`src/rtl/nx1_arb_mux_pkg.sv`:
```
// Shared definitions for the N:1 arbitrated registered mux.
// Mode encodings and a one-hot priority encoder.
package nx1_arb_mux_pkg;

    localparam logic [1:0] MODE_MANUAL = 2'b00;
    localparam logic [1:0] MODE_FIXED  = 2'b01;
    localparam logic [1:0] MODE_RR     = 2'b10;

    // Upper bound on channel count handled by prio_onehot.
    localparam int MAX_CH = 64;

    function automatic logic [MAX_CH-1:0] prio_onehot(
        input logic [MAX_CH-1:0] req
    );
        return req & (~req + MAX_CH'(1));
    endfunction

endpackage

```
`src/rtl/nx1_arb_mux_rr_arbiter.sv`:
```
// Grant generation for manual, fixed-priority and round-robin modes.
// Owns the round-robin pointer; advances it only on RR transfers.
module rr_arbiter
    import nx1_arb_mux_pkg::*;
#(
    parameter int N_CH = 4,
    localparam int CH_W = $clog2(N_CH)
) (
    input  logic            clk,
    input  logic            rst,
    input  logic [N_CH-1:0] req,
    input  logic [1:0]      mode,
    input  logic [CH_W-1:0] sel,
    input  logic            advance,
    output logic [N_CH-1:0] grant,
    output logic [CH_W-1:0] grant_idx
);

    logic [CH_W-1:0]   rr_ptr_q, rr_ptr_d;
    logic [N_CH-1:0]   grant_man, grant_fix, grant_rr;
    logic [MAX_CH-1:0] pe_out;
    logic              unused_pe_hi;
    logic              found;

    always_comb begin
        grant_man = '0;
        for (int i = 0; i < N_CH; i++) begin
            if (CH_W'(i) == sel) grant_man[i] = req[i];
        end
    end

    assign pe_out       = prio_onehot(MAX_CH'(req));
    assign grant_fix    = pe_out[N_CH-1:0];
    assign unused_pe_hi = ^pe_out[MAX_CH-1:N_CH];

    // Search from rr_ptr upward, wrapping modulo N_CH.
    always_comb begin
        grant_rr = '0;
        found    = 1'b0;
        for (int i = 0; i < N_CH; i++) begin
            int idx;
            idx = int'(rr_ptr_q) + i;
            if (idx >= N_CH) idx = idx - N_CH;
            if (!found && req[idx]) begin
                grant_rr[idx] = 1'b1;
                found         = 1'b1;
            end
        end
    end

    always_comb begin
        case (mode)
            MODE_MANUAL: grant = grant_man;
            MODE_FIXED:  grant = grant_fix;
            default:     grant = grant_rr;
        endcase
    end

    always_comb begin
        grant_idx = '0;
        for (int i = 0; i < N_CH; i++) begin
            if (grant[i]) grant_idx = grant_idx | CH_W'(i);
        end
    end

    always_comb begin
        rr_ptr_d = rr_ptr_q;
        if (advance && mode[1]) begin
            if (int'(grant_idx) == N_CH - 1) rr_ptr_d = '0;
            else                             rr_ptr_d = grant_idx + CH_W'(1);
        end
    end

    always_ff @(posedge clk) begin
        if (rst) rr_ptr_q <= '0;
        else     rr_ptr_q <= rr_ptr_d;
    end

endmodule

```
`src/rtl/nx1_arb_mux.sv`:
```
// N-input registered mux with valid/ready on every port.
// One output register stage; arbitration lives in rr_arbiter.
module nx1_arb_mux
    import nx1_arb_mux_pkg::*;
#(
    parameter int N_CH   = 4,
    parameter int DATA_W = 8,
    localparam int CH_W  = $clog2(N_CH)
) (
    input  logic                   clk,
    input  logic                   rst,
    input  logic [1:0]             mode,
    input  logic [CH_W-1:0]        sel,
    input  logic [N_CH-1:0]        s_valid,
    output logic [N_CH-1:0]        s_ready,
    input  logic [N_CH*DATA_W-1:0] s_data,
    output logic                   m_valid,
    input  logic                   m_ready,
    output logic [DATA_W-1:0]      m_data,
    output logic [CH_W-1:0]        m_chan
);

    logic              m_valid_q, m_valid_d;
    logic [DATA_W-1:0] m_data_q, m_data_d;
    logic [CH_W-1:0]   m_chan_q, m_chan_d;
    logic [N_CH-1:0]   grant;
    logic [CH_W-1:0]   grant_idx;
    logic [DATA_W-1:0] data_sel;
    logic              load;
    logic              xfer;

    assign load = !m_valid_q || m_ready;
    assign xfer = load && (|grant) && !rst;

    rr_arbiter #(
        .N_CH (N_CH)
    ) u_arb (
        .clk       (clk),
        .rst       (rst),
        .req       (s_valid),
        .mode      (mode),
        .sel       (sel),
        .advance   (xfer),
        .grant     (grant),
        .grant_idx (grant_idx)
    );

    assign s_ready = rst ? '0 : ({N_CH{load}} & grant);

    always_comb begin
        data_sel = '0;
        for (int i = 0; i < N_CH; i++) begin
            data_sel = data_sel
                     | (s_data[i*DATA_W +: DATA_W] & {DATA_W{grant[i]}});
        end
    end

    // m_data/m_chan keep their last value when nothing is granted.
    always_comb begin
        m_valid_d = m_valid_q;
        m_data_d  = m_data_q;
        m_chan_d  = m_chan_q;
        if (load) begin
            m_valid_d = |grant;
            if (|grant) begin
                m_data_d = data_sel;
                m_chan_d = grant_idx;
            end
        end
    end

    always_ff @(posedge clk) begin
        if (rst) begin
            m_valid_q <= 1'b0;
            m_data_q  <= '0;
            m_chan_q  <= '0;
        end else begin
            m_valid_q <= m_valid_d;
            m_data_q  <= m_data_d;
            m_chan_q  <= m_chan_d;
        end
    end

    assign m_valid = m_valid_q;
    assign m_data  = m_data_q;
    assign m_chan  = m_chan_q;

endmodule

```
`config.mk`:
```
export PLATFORM = sky130hd
export DESIGN_NAME = nx1_arb_mux
export DESIGN_NICKNAME = d
export VERILOG_FILES = /design/src/rtl/nx1_arb_mux_pkg.sv /design/src/rtl/nx1_arb_mux_rr_arbiter.sv /design/src/rtl/nx1_arb_mux.sv
export SDC_FILE = /design/constraint.sdc
export NUM_CORES = 1
export LEC_CHECK = 0
export ABC_CLOCK_PERIOD_IN_PS = 7300
export CAP_MARGIN = 30
export CORE_UTILIZATION = 44
export CTS_CLUSTER_DIAMETER = 150
export CTS_CLUSTER_SIZE = 12
export DETAILED_ROUTE_END_ITERATION = 8
export PLACE_DENSITY_LB_ADDON = 0.05
export SYNTH_ARGS = -nofsm -noshare
export SYNTH_HDL_FRONTEND = slang
export SYNTH_SLANG_ARGS = --single-unit
```
`constraint.sdc`:
```
create_clock -name clk -period 7.3 [get_ports clk]
set_clock_uncertainty 0.1 [all_clocks]
set_input_delay 0.73 -clock clk [delete_from_list [all_inputs] [get_ports clk]]
set_output_delay 0.73 -clock clk [all_outputs]
set_load 0.1 [all_outputs]
```
==> metrics.md <==
| Metric | Value |
|---|---|
| Status | `finished clean` |
| Starting Density | `~46%` |
| Pin count of the biggest net entering global routing | `22` |
| Post-CTS setup buffers | `0` |
| Compound-Gate Fraction of Synth Area | `40.54%` |
| I/O pin count | `58` |
| Chip width | `about 55 µm` |
| DR WL/cell | `about 16 µm` |
| Busiest grt layer | `met2` |
| Global-route wire length before repair | `between 5000 and 6000 µm` |
| Slowest stage delay, CP | `between 1000 and 1500 ps` |
| Min-delay worst type | `register to register` |
| Crit path required time | `about 6500 ps` |
| # port buffers | `57` |
| Detailed Routing Iterations Pass 1 | `4` |
| Crit path cell chain | `clkdlybuf4s50_1, or3b_1, a2111oi_1, o21ai_0, a31oi_2, and3_1, clkdlybuf4s50_1` |
| Drt drc | `0` |
| Post-synth EDFFs | `0` |
| DR iter-0 viols | `between 70 and 80` |
| Crit-path most repeated cell | `clkdlybuf4s50_1` |
| Placeable core area | `~0.0027 mm²` |
| Synth area leader | `dfxtp_1` |
| Gp weighted congestion | `0.9338` |
| WHS | `370.6 ps` |
| Synth Net Count | `approximately 190` |
| Detailed placer's ending HPWL | `between 2000 and 3000 µm` |
| Routed wire length | `roughly 3500 µm` |
| Syn-to-layout area delta | `44.82%` |
| Post-synth ARST share | `0%` |
| Tightest Pin Transition | `976.8 ps` |
| Vias after detailed routing | `1315` |
| # hold bufs at CTS | `0` |
| Synthesized area | `~0.0013 mm²` |
| Fin crit period | `roughly 5400 ps` |
| Startpoint class of the critical path | `input port` |
| Slowest stage cell, crit path | `clkdlybuf4s50_1` |
| Setup TNS | `0 ps` |
| Register area share after synthesis | `20.72%` |
| # clock sinks | `13` |
| Layout cells sized above 1 | `between 10 and 15%` |
| R2r setup slk | `~3400 ps` |
| Critical Path Sink Type | `primary output` |
| Placed Instances | `220` |
| P_leak | `around 0.00066 µW` |
| Met3 GRT Util | `under 10%` |
| Yosys reg bits | `13` |
| Die Y | `55.43 µm` |
| Ys flop type | `dfxtp_1` |
| Clock latency at the later pin of the worst-skew pair | `about 270 ps` |
| Synth unique cells | `39` |
| CTS buffer count | `3` |
| Share of the synthesized area in the top cell type | `approximately 21%` |
| Hold Path End | `m_chan[1]$_SDFFE_PP0P_` |
| Area after DPL | `around 0.0018 mm²` |
| Achievable Freq | `roughly 190 MHz` |
| Met1 global-route usage | `between 30% and 40%` |
| Clk root buf | `clkbuf_4` |
| Initial antenna violation count | `0` |
| Most area-consuming cells after synthesis | `dfxtp_1, a22oi_1, a311oi_2` |
| RSZ-0062 raised after global routing | `false` |
| Vias in the first global route | `approximately 1300` |
| Post-Syn Area per Cell | `roughly 9.0 µm²` |
| Max-Cap Viols | `0` |
| Total grt overflow | `0` |
| Global Route Usage Sum | `around a quarter` |
| Fin area | `approximately 0.0018 mm²` |
| Count of final hold-check violations | `0` |
| FP Rows | `19` |
| CP arrival | `roughly 4600 ps` |
| Synth Instances | `140` |
| Die area | `0.003072 mm²` |
| Critical path class | `input port to primary output` |
| PD cells | `~200 mW/mm²` |
| Critical Path Fanout Max | `12` |
| Max-slew headroom | `about a third` |
| CTS tree | `yes` |
| Synth warn | `0` |
| Clock tree buffer depth | `2` |
| Final ANT Viol Nets | `0` |
| Synth Area in Adders | `between 4 and 5%` |
| Via/cell ratio | `5.871` |
| R2R depth | `9` |
| Final nets | `around 240` |
| Number of diodes | `0` |
| RR Endpoint | `u_arb.rr_ptr_q[1]$_SDFFE_PP0P_` |
| Met2 Usage GRT | `between 40 and 50%` |
| Worst-path clk slew | `~80 ps` |
| Synth Area in Simple Gates | `a little under a fifth` |
| Min-delay src | `m_chan[1]$_SDFFE_PP0P_` |
| XOR/XNOR Fraction of Synth Area | `0%` |
| Final Cycle Share | `approximately three quarters` |
| Post-cts resize count | `0` |
| Main combinational cell family by area after synthesis | `compound AO/OA/AOI/OAI gates` |
| Final Max Slew Viols | `0` |
| Non-filler instance count after layout | `around 220` |
| Hold Path Stages | `2` |
| Worst r2r src | `u_arb.rr_ptr_q[0]$_SDFFE_PP0P_` |
| Worst vdd ir | `just over 0.2 mV` |
| Mux cell area share after synthesis | `5.378%` |
| H-tree depth | `1` |
| Setup violators final | `0` |
[per-stage QoR]
step	worst slack, ps	power [µW]	utilization, %
final	1903	371.1	66.54
after global routing	1729	391.1	66.54
after CTS	1930	374.0	66.54
after detailed placement	1935	327.6	65.58
after global placement	2006	324.0	65.58
after floorplan	2602	271.2	-
[logic make-up after synthesis]
| kind of cell | Yosys count |
|---|---|
| compound gates | 58 |
| buf+inv | 21 |
| mux | 3 |
| fa+ha+maj | 5 |
| flops | 13 |
| simple gates | 40 |
[how the worst max path moves through the flow]
stage,to,startpoint
2_1_floorplan,s_ready[0],u_arb.rr_ptr_q[0]$_SDFFE_PP0P_
3_3_place_gp,s_ready[1],s_valid[1]
3_5_place_dp,s_ready[1],s_valid[2]
4_1_cts,s_ready[1],s_valid[2]
5_1_grt,s_ready[1],u_arb.rr_ptr_q[0]$_SDFFE_PP0P_
6_report,s_ready[1],s_valid[2]
[layer usage]
metal | part of all wire, % | vias to the layer above | wire [µm]
met5 | 0 | - | 0
met4 | 1.1 | 0 | 38
met3 | 5.0 | 4 | 176
met2 | 50 | 38 | 1743
met1 | 44 | 625 | 1531
li1 | - | 648 | -
[Yosys cell counts (5+ instances only)]
| cell | count |
|---|---|
| ha_1 | 5 |
| inv_1 | 11 |
| a311oi_2 | 8 |
| a22oi_1 | 16 |
| nand2_1 | 9 |
| buf_2 | 5 |
| nand2b_1 | 7 |
| nand3b_1 | 5 |
| o21ai_0 | 6 |
| nor2_2 | 8 |
| dfxtp_1 | 13 |
| nor2_1 | 5 |
| a21oi_1 | 5 |
[area by class of cell]
class	instances	area (µm²)
fill	246	914.6
multi-input combinational	106	867.1
timing repair buffer	59	585.6
sequential	13	260.3
inverter	11	41.29
tap	31	38.79
clock buffer	4	26.28
[where the power goes]
group	internal (µW)	leakage, µW	switching, µW
sequential	82.3	0.000108	9.09
clock	21.2	0.0000150	23.7
combinational	81.2	0.000534	154
total	185	0.000657	186
[cell usage in the layout, fill, tap and decap left out, drive strengths merged, types with 5 or more instances in the layout]
cell           count
clkdlybuf4s50     57
a22oi             16
dfxtp             13
nor2              13
inv               11
nand2              9
a311oi             8
nand2b             7
o21ai              7
nand3b             5
a21oi              5
ha                 5
[worst max-delay path: cells and delay by family]
kind / cells / cell delay (ps)
AOI/OAI and AO/OA: 3 / 1420
and+or+nand+nor: 2 / 650
buffers and inverters: 2 / 1760
[registers in the layout, summed over array words and instances, names as in the netlist]
register and count:
m_data 8, m_chan 2, m_valid 1, u_arb.rr_ptr_q 2
No activity file was read; power rests on OpenSTA's default activity.
